`config.mk`:
```
export PLATFORM = sky130hd
export DESIGN_NAME = layer_compositor
export DESIGN_NICKNAME = d
export VERILOG_FILES = /design/src/rtl/layer_compositor_pkg.sv /design/src/rtl/layer_compositor_sig_delay.sv /design/src/rtl/layer_compositor.sv
export SDC_FILE = /design/constraint.sdc
export NUM_CORES = 1
export LEC_CHECK = 0
export BUFFER_PORTS_ARGS = -buffer_cell sky130_fd_sc_hd__buf_2
export CAP_MARGIN = 25
export CELL_PAD_IN_SITES_DETAIL_PLACEMENT = 2
export CELL_PAD_IN_SITES_GLOBAL_PLACEMENT = 2
export CORE_MARGIN = 1.5
export CORE_UTILIZATION = 37
export CTS_BUF_LIST = sky130_fd_sc_hd__clkbuf_2
export CTS_CLUSTER_SIZE = 8
export DETAILED_ROUTE_END_ITERATION = 10
export PLACE_DENSITY_LB_ADDON = 0.1
export SLEW_MARGIN = 20
export SYNTH_ARGS = -nofsm -noshare
export SYNTH_HDL_FRONTEND = slang
export SYNTH_SLANG_ARGS = --single-unit
export TNS_END_PERCENT = 1
```
`constraint.sdc`:
```
create_clock -name clk_pix -period 2.1 [get_ports clk_pix]
set_clock_uncertainty 0.15 [all_clocks]
set_input_delay 0.105 -clock clk_pix [delete_from_list [all_inputs] [get_ports clk_pix]]
set_output_delay 0.105 -clock clk_pix [all_outputs]
set_load 0.05 [all_outputs]
```
`src/rtl/layer_compositor_pkg.sv`:
```
// Shared constants and payload types for the layer compositor and its consumers.
// The optional COMPOSITOR_TRANSP_EN build makes colour index 0 transparent.
package layer_compositor_pkg;

  localparam int unsigned BPC_DEF    = 5;
  localparam int unsigned CORDW_DEF  = 16;
  localparam int unsigned LAYERS_DEF = 2;
  localparam int unsigned CIDXW_DEF  = 8;
  localparam int unsigned CLUT_LAT   = 2;
  localparam int unsigned COLRW      = 3 * BPC_DEF;

  // Input-to-output latency: select stage + CLUT read + output register.
  localparam int unsigned LAT = CLUT_LAT + 2;

  // Per-pixel flags carried down the delay line next to the position.
  typedef struct packed {
    logic hit;
    logic frame;
    logic hsync;
    logic vsync;
    logic de;
  } tim_t;

  function automatic int unsigned comp_lat(input int unsigned clut_lat);
    return clut_lat + 2;
  endfunction

endpackage

```
`src/rtl/layer_compositor_sig_delay.sv`:
```
// WIDTH x DEPTH shift register with synchronous active-low reset.
module layer_compositor_sig_delay #(
  parameter int unsigned WIDTH = 8,
  parameter int unsigned DEPTH = 2
) (
  input  logic             clk,
  input  logic             rst_n,
  input  logic [WIDTH-1:0] d,
  output logic [WIDTH-1:0] q
);

  logic [WIDTH-1:0] stage [DEPTH];

  always_ff @(posedge clk) begin
    if (!rst_n) begin
      for (int i = 0; i < int'(DEPTH); i++) stage[i] <= '0;
    end else begin
      stage[0] <= d;
      for (int i = 1; i < int'(DEPTH); i++) stage[i] <= stage[i-1];
    end
  end

  assign q = stage[DEPTH-1];

endmodule

```
`src/rtl/layer_compositor.sv`:
```
// Priority merge of LAYERS paint sources through an external CLUT into registered RGB.
// Build option: COMPOSITOR_TRANSP_EN treats colour index 0 as transparent.
module layer_compositor
  import layer_compositor_pkg::*;
#(
  parameter int unsigned BPC      = BPC_DEF,
  parameter int unsigned CORDW    = CORDW_DEF,
  parameter int unsigned LAYERS   = LAYERS_DEF,
  parameter int unsigned CIDXW    = CIDXW_DEF,
  parameter int unsigned CLUT_LAT = layer_compositor_pkg::CLUT_LAT
) (
  input  logic                      clk_pix,
  input  logic                      rst_pix,
  input  logic                      frame_start,
  input  logic signed [CORDW-1:0]   dx,
  input  logic signed [CORDW-1:0]   dy,
  input  logic                      hsync,
  input  logic                      vsync,
  input  logic                      de,
  input  logic [LAYERS*CIDXW-1:0]   layer_cidx,
  input  logic [LAYERS-1:0]         layer_paint,
  input  logic [LAYERS-1:0]         layer_en,
  input  logic [3*BPC-1:0]          bg_colr,
  output logic [CIDXW-1:0]          clut_addr,
  input  logic [3*BPC-1:0]          clut_data,
  output logic signed [CORDW-1:0]   disp_x,
  output logic signed [CORDW-1:0]   disp_y,
  output logic                      disp_hsync,
  output logic                      disp_vsync,
  output logic                      disp_de,
  output logic                      disp_frame,
  output logic [BPC-1:0]            disp_r,
  output logic [BPC-1:0]            disp_g,
  output logic [BPC-1:0]            disp_b
);

  localparam int unsigned COLW = 3 * BPC;
  localparam int unsigned TIMW = $bits(tim_t);
  localparam int unsigned BUNW = 2 * CORDW + TIMW;

  logic [LAYERS-1:0] en_q;
  logic [COLW-1:0]   bg_q;

  logic [LAYERS-1:0] elig_c;
  logic              win_c;
  logic [CIDXW-1:0]  win_cidx_c;
  tim_t              tim_c;
  logic [BUNW-1:0]   bun_c;

  logic [BUNW-1:0]   bun_s1;
  logic [BUNW-1:0]   bun_d;
  logic [CORDW-1:0]  x_d;
  logic [CORDW-1:0]  y_d;
  tim_t              tim_d;
  logic [COLW-1:0]   colour_c;

  // Layer config is shadowed at frame start; the pixel of that cycle still sees the old set.
  always_ff @(posedge clk_pix) begin
    if (!rst_pix) begin
      en_q <= '1;
      bg_q <= '0;
    end else if (frame_start) begin
      en_q <= layer_en;
      bg_q <= bg_colr;
    end
  end

  // Eligible layers, then lowest index wins (scan from the top so the last match is kept).
  always_comb begin
    elig_c     = layer_paint & en_q;
`ifdef COMPOSITOR_TRANSP_EN
    for (int n = 0; n < int'(LAYERS); n++) begin
      if (layer_cidx[n*CIDXW +: CIDXW] == '0) elig_c[n] = 1'b0;
    end
`endif
    win_c      = 1'b0;
    win_cidx_c = '0;
    for (int n = int'(LAYERS) - 1; n >= 0; n--) begin
      if (elig_c[n]) begin
        win_c      = 1'b1;
        win_cidx_c = layer_cidx[n*CIDXW +: CIDXW];
      end
    end
  end

  always_comb begin
    tim_c       = '0;
    tim_c.hit   = win_c;
    tim_c.frame = frame_start;
    tim_c.hsync = hsync;
    tim_c.vsync = vsync;
    tim_c.de    = de;
    bun_c       = {dx, dy, tim_c};
  end

  // Select stage: CLUT address keeps its last value when nothing paints.
  always_ff @(posedge clk_pix) begin
    if (!rst_pix) begin
      clut_addr <= '0;
      bun_s1    <= '0;
    end else begin
      bun_s1 <= bun_c;
      if (win_c) clut_addr <= win_cidx_c;
    end
  end

  layer_compositor_sig_delay #(
    .WIDTH (BUNW),
    .DEPTH (CLUT_LAT)
  ) u_dly (
    .clk   (clk_pix),
    .rst_n (rst_pix),
    .d     (bun_s1),
    .q     (bun_d)
  );

  assign x_d      = bun_d[BUNW-1 -: CORDW];
  assign y_d      = bun_d[BUNW-CORDW-1 -: CORDW];
  assign tim_d    = tim_t'(bun_d[TIMW-1:0]);
  assign colour_c = tim_d.hit ? clut_data : bg_q;

  // Output stage: blanking forces black.
  always_ff @(posedge clk_pix) begin
    if (!rst_pix) begin
      disp_x     <= '0;
      disp_y     <= '0;
      disp_hsync <= 1'b0;
      disp_vsync <= 1'b0;
      disp_de    <= 1'b0;
      disp_frame <= 1'b0;
      disp_r     <= '0;
      disp_g     <= '0;
      disp_b     <= '0;
    end else begin
      disp_x     <= x_d;
      disp_y     <= y_d;
      disp_hsync <= tim_d.hsync;
      disp_vsync <= tim_d.vsync;
      disp_de    <= tim_d.de;
      disp_frame <= tim_d.frame;
      disp_r     <= tim_d.de ? colour_c[COLW-1 -: BPC]  : '0;
      disp_g     <= tim_d.de ? colour_c[2*BPC-1 -: BPC] : '0;
      disp_b     <= tim_d.de ? colour_c[BPC-1:0]        : '0;
    end
  end

endmodule

```
==> flow_metrics.py, run 1 <==
metrics = {
    "cts": {
        "h-tree-depth": 4,
        "cts_buffers": 17,
        "clock_sinks": 187,
        "hold_buffers": 160,
        "cts_resized": 0,
        "post_cts_buffers": 0,
        "cts-root-buf": "clkbuf_2",
        "clock_path_buffers": 2,
    },
    "yosys": {
        "syn_inst": 463,
        "synth_top_cell_area_share_pct": 66.8,
        "async_reset_ff_share_pct": 0,
        "synth_nets": 551,
        "yosys.area.top_type": "dfxtp_1",
        "syn_area_mm2": 0.00560,
        "ys.flop_type": "dfxtp_1",
        "ys_warn_count": 0,
        "synth_seq_area_share_pct": 66.8,
        "syn_area_per_cell_um2": 12.1,
        "synth_edf_count": 0,
        "synth_cell_type_count": 22,
        "synth-seq-cells": 187,
        "synthTopCellsByArea": "dfxtp_1, and2_1, mux2i_1, nor2b_1, o311a_1",
    },
    "floorplanning": {
        "dieWidth_um": 126,
        "io_pins": 147,
        "initial_core_util_pct": 38.3,
        "die_h_um": 126,
        "row_count": 44,
    },
    "placement": {
        "dp_hpwl_um": 7320,
        "port_buffers": 146,
        "gp_congestion": 0.719,
    },
    "status": {
        "firstError": "[ERROR RSZ-0060] Max buffer count reached.",
        "lastStage": "clock tree synthesis (4_1_cts)",
        "status": "did not finish",
    },
}
## per-stage QoR
step                      area [um2]  utilization (%)  cells  setup slack, ps
after detailed placement        6430             43.9    766              658
after global placement          6430             43.9    766              718
after floorplan                 5600                -    463              873
## Yosys cell counts, types with 2 or more instances
master    instances
nand2_1           3
buf_2             5
a21boi_1          3
and3_1            6
nor2b_1          15
dfxtp_1         187
and2_1          145
nor2_1           15
clkbuf_1         16
o311a_1           8
buf_6             4
a21boi_0          4
a221o_1           7
mux2i_1          32
buf_4             5
and3_2            2
## cells by family after synthesis
kind of cell / count (synthesis) / share of synthesized area [%]
AO/OA/AOI/OAI: 24 / 4.04
buffers and inverters: 31 / 3.06
flip-flops: 187 / 66.8
multiplexers: 32 / 5.72
AND/OR/NAND/NOR: 189 / 20.4
==> inputs of run 2 (changes only) <==
Settings changed: CELL_PAD_IN_SITES_DETAIL_PLACEMENT 2 to default, CELL_PAD_IN_SITES_GLOBAL_PLACEMENT 2 to default, CORE_UTILIZATION 37 to 22, CTS_BUF_LIST sky130_fd_sc_hd__clkbuf_2 to default, CTS_CLUSTER_SIZE 8 to default, PLACE_DENSITY_LB_ADDON 0.1 to 0.15.
==> flow_metrics.py, run 2 <==
metrics = {
    "status": {
        "status": "completed",
    },
    "layout": {
        "final_cell_mix": "dfxtp_1, and2_1, buf_2",
        "multi_input_area_mm2": 0.00169,
        "diodes": 0,
        "regArea_mm2": 0.00374,
        "final_nets": 772,
        "drive_above_1_share_pct": 26.7,
        "nFillCells": 2655,
        "regMostFlops": "u_dly.stage",
        "reg_top3": "u_dly.stage x74, bun_s1 x37",
        "area_growth_pct": 44.0,
        "fin_cells": 1027,
        "final_common_cell": "dfxtp_1",
        "largest_reg_flops": 74,
        "fin_area_mm2": 0.00807,
    },
    "cts": {
        "clk_latency_ps": 420,
        "clk_pin_slew_ps": 70,
        "h-tree-depth": 4,
        "cts-root-buf": "clkbuf_16",
        "clock_path_buffers": 2,
        "post_cts_buffers": 0,
        "cts_tree": "built",
        "clock_sinks": 187,
        "cts_buffers": 17,
    },
    "setup_path": {
        "cp-end-kind": "register",
        "crit_path_top_delay_cell": "dlygate4sd3_1",
        "max_stage_delay_ps": 550,
        "cp_cell_sequence": "buf_4 -> a21boi_0 -> o311a_1 -> dlygate4sd3_1",
        "start_kind": "register",
        "worst_r2r_endpoint": "clut_addr[3]",
        "r2r_cells": 4,
        "crit_fanout": 17,
        "arrival_ps": 2150,
        "r2r_start": "en_q[0]",
        "critPathKind": "register to register",
        "r2r_slack_ps": 110,
        "crit_required_ps": 2260,
    },
    "floorplanning": {
        "initial_core_util_pct": 22.3,
        "row_count": 58,
        "dieWidth_um": 163,
        "die_h_um": 163,
        "die_area_mm2": 0.0264,
        "io_pins": 147,
        "coreArea_mm2": 0.0251,
    },
    "timing": {
        "tns_ps": 0,
        "fmax_ghz": 0.503,
        "finalHoldViolations": 0,
        "period_share_pct": 94.6,
        "setup_viol": 0,
        "drv_slew": 0,
        "setup_ws_ps": 113,
        "worst_pin_slew_ps": 652,
        "min_period_ps": 1990,
        "rsz0062_at_grt": "false",
        "slew_headroom_pct": 56.4,
    },
    "global_route": {
        "grt_pass1_vias": 3676,
        "met3_usage_pct": 2.39,
        "busiest_layer": "met2",
        "grt_pass1_wl_um": 18000,
        "grt_antenna_before_repair": 0,
        "grt_max_degree": 172,
        "gr-total-overflow": 0,
        "use_met1_pct": 10.3,
        "grt_usage_pct": 8.75,
        "use_met2_pct": 14.5,
    },
    "placement": {
        "dp_hpwl_um": 7040,
        "port_buffers": 146,
        "gp_congestion": 0.708,
        "placed_area_mm2": 0.00662,
        "dpl.cell_count": 912,
        "pre_cts_slack_ps": 680,
    },
    "yosys": {
        "syn_area_per_cell_um2": 12.1,
        "synth_cell_type_count": 22,
        "synth_top_cell_area_share_pct": 66.8,
        "ys_warn_count": 0,
        "syn_inst": 463,
        "syn_area_mm2": 0.00560,
        "synthTopCellsByArea": "dfxtp_1, and2_1, mux2i_1, nor2b_1, o311a_1",
        "synth_nets": 551,
        "synth-compound-area-share_pct": 4.04,
        "synthAdderAreaFrac_pct": 0,
        "muxShareOfSynthArea_pct": 5.72,
        "synthSimpleGateAreaFrac_pct": 20.4,
        "yosys.area.top_type": "dfxtp_1",
        "yosysMostFrequentCell": "dfxtp_1",
        "ys.flop_type": "dfxtp_1",
        "synth_seq_area_share_pct": 66.8,
        "synth-seq-cells": 187,
        "async_reset_ff_share_pct": 0,
        "synth_common_cells": "dfxtp_1, and2_1, mux2i_1",
        "synth_edf_count": 0,
        "synth_top_family_by_area": "simple AND/OR/NAND/NOR gates",
        "synth_xor_area_share_pct": 0,
    },
    "pwr": {
        "max-vdd-ir-drop_mv": 0.587,
        "power_w": 0.00750,
        "p_leak_nw": 3.60,
        "power.density_mw_per_mm2": 930,
    },
    "detailed_routing": {
        "vias": 3718,
        "drtIter0Drc": 140,
        "viasPerCell": 3.62,
        "dr.pass1.iters": 4,
        "wl_per_cell_um": 11.0,
        "wl_um": 11300,
        "antenna_left": 0,
        "drc": 0,
    },
    "min_path": {
        "min_to": "en_q[0]",
        "min-delay-start": "rst_pix",
        "min_path_cells": 3,
        "hold_class": "primary input to register",
    },
    "flow_run": {
        "drv_cap": 0,
    },
}
-- run 2: cell counts after synthesis --
No cell type changed its count.
-- run 2: power by group --
group          leakage (nW)  switching [W]  internal [W]
Clock                 0.294        0.00156       0.00165
Sequential             1.53      0.0000416       0.00368
Combinational          1.77       0.000273      0.000304
-- run 2: layout make-up --
cell class | count | share of cell area (%)
Clock buffer | 18 | 5.44
Clock inverter | 14 | 2.22
Inverter | 1 | 0.0465
Multi-Input combinational cell | 245 | 20.9
Sequential cell | 187 | 46.4
Tap cell | 330 | 5.12
Timing Repair Buffer | 232 | 19.8
-- run 2: kinds of logic after synthesis --
| logic type | after synthesis |
|---|---|
| AND/OR/NAND/NOR | 189 |
| AO/OA/AOI/OAI | 24 |
| multiplexers | 32 |
| flip-flops | 187 |
| buffers and inverters | 31 |
-- run 2: routing by layer --
metal	vias up	share of wire [%]
met2	74	49
met4	0	2.1
li1	1921	-
met5	-	0
met1	1710	45
met3	13	3.7
-- run 2: worst max-delay path by stage --
stage	start	end	slack [ps]	depth (start not counted)
CTS	en_q[1]	clut_addr[2]	130	3
global placement	en_q[1]	clut_addr[3]	760	2
global route	en_q[0]	clut_addr[4]	10	4
floorplan	clut_addr[6]	clut_addr[6]	870	2
finish	en_q[0]	clut_addr[3]	110	4
detailed placement	en_q[1]	clut_addr[2]	680	2
-- run 2: through the flow --
step / utilization (%) / hold WS (ps)
5_1_grt: 32.1 / 113
3_3_place_gp: 26.4 / 161
3_5_place_dp: 26.4 / 164
4_1_cts: 32.1 / 83.4
6_report: 32.1 / 88.2
2_1_floorplan: - / 82.3
-- run 2: repair_timing --
action                     4_1_cts  5_1_grt
hold endpoints to repair        75        0
hold buffers                    83        0
gates resized for setup          0        1
setup endpoints to repair        0        4
-- run 2: critical path: cells and delay by family (launching register included) --
family	cells	cell delay, ps
buffers and inverters	2	820
flip-flops	1	480
AO/OA/AOI/OAI	2	430
(Power assumes the default switching activity.)
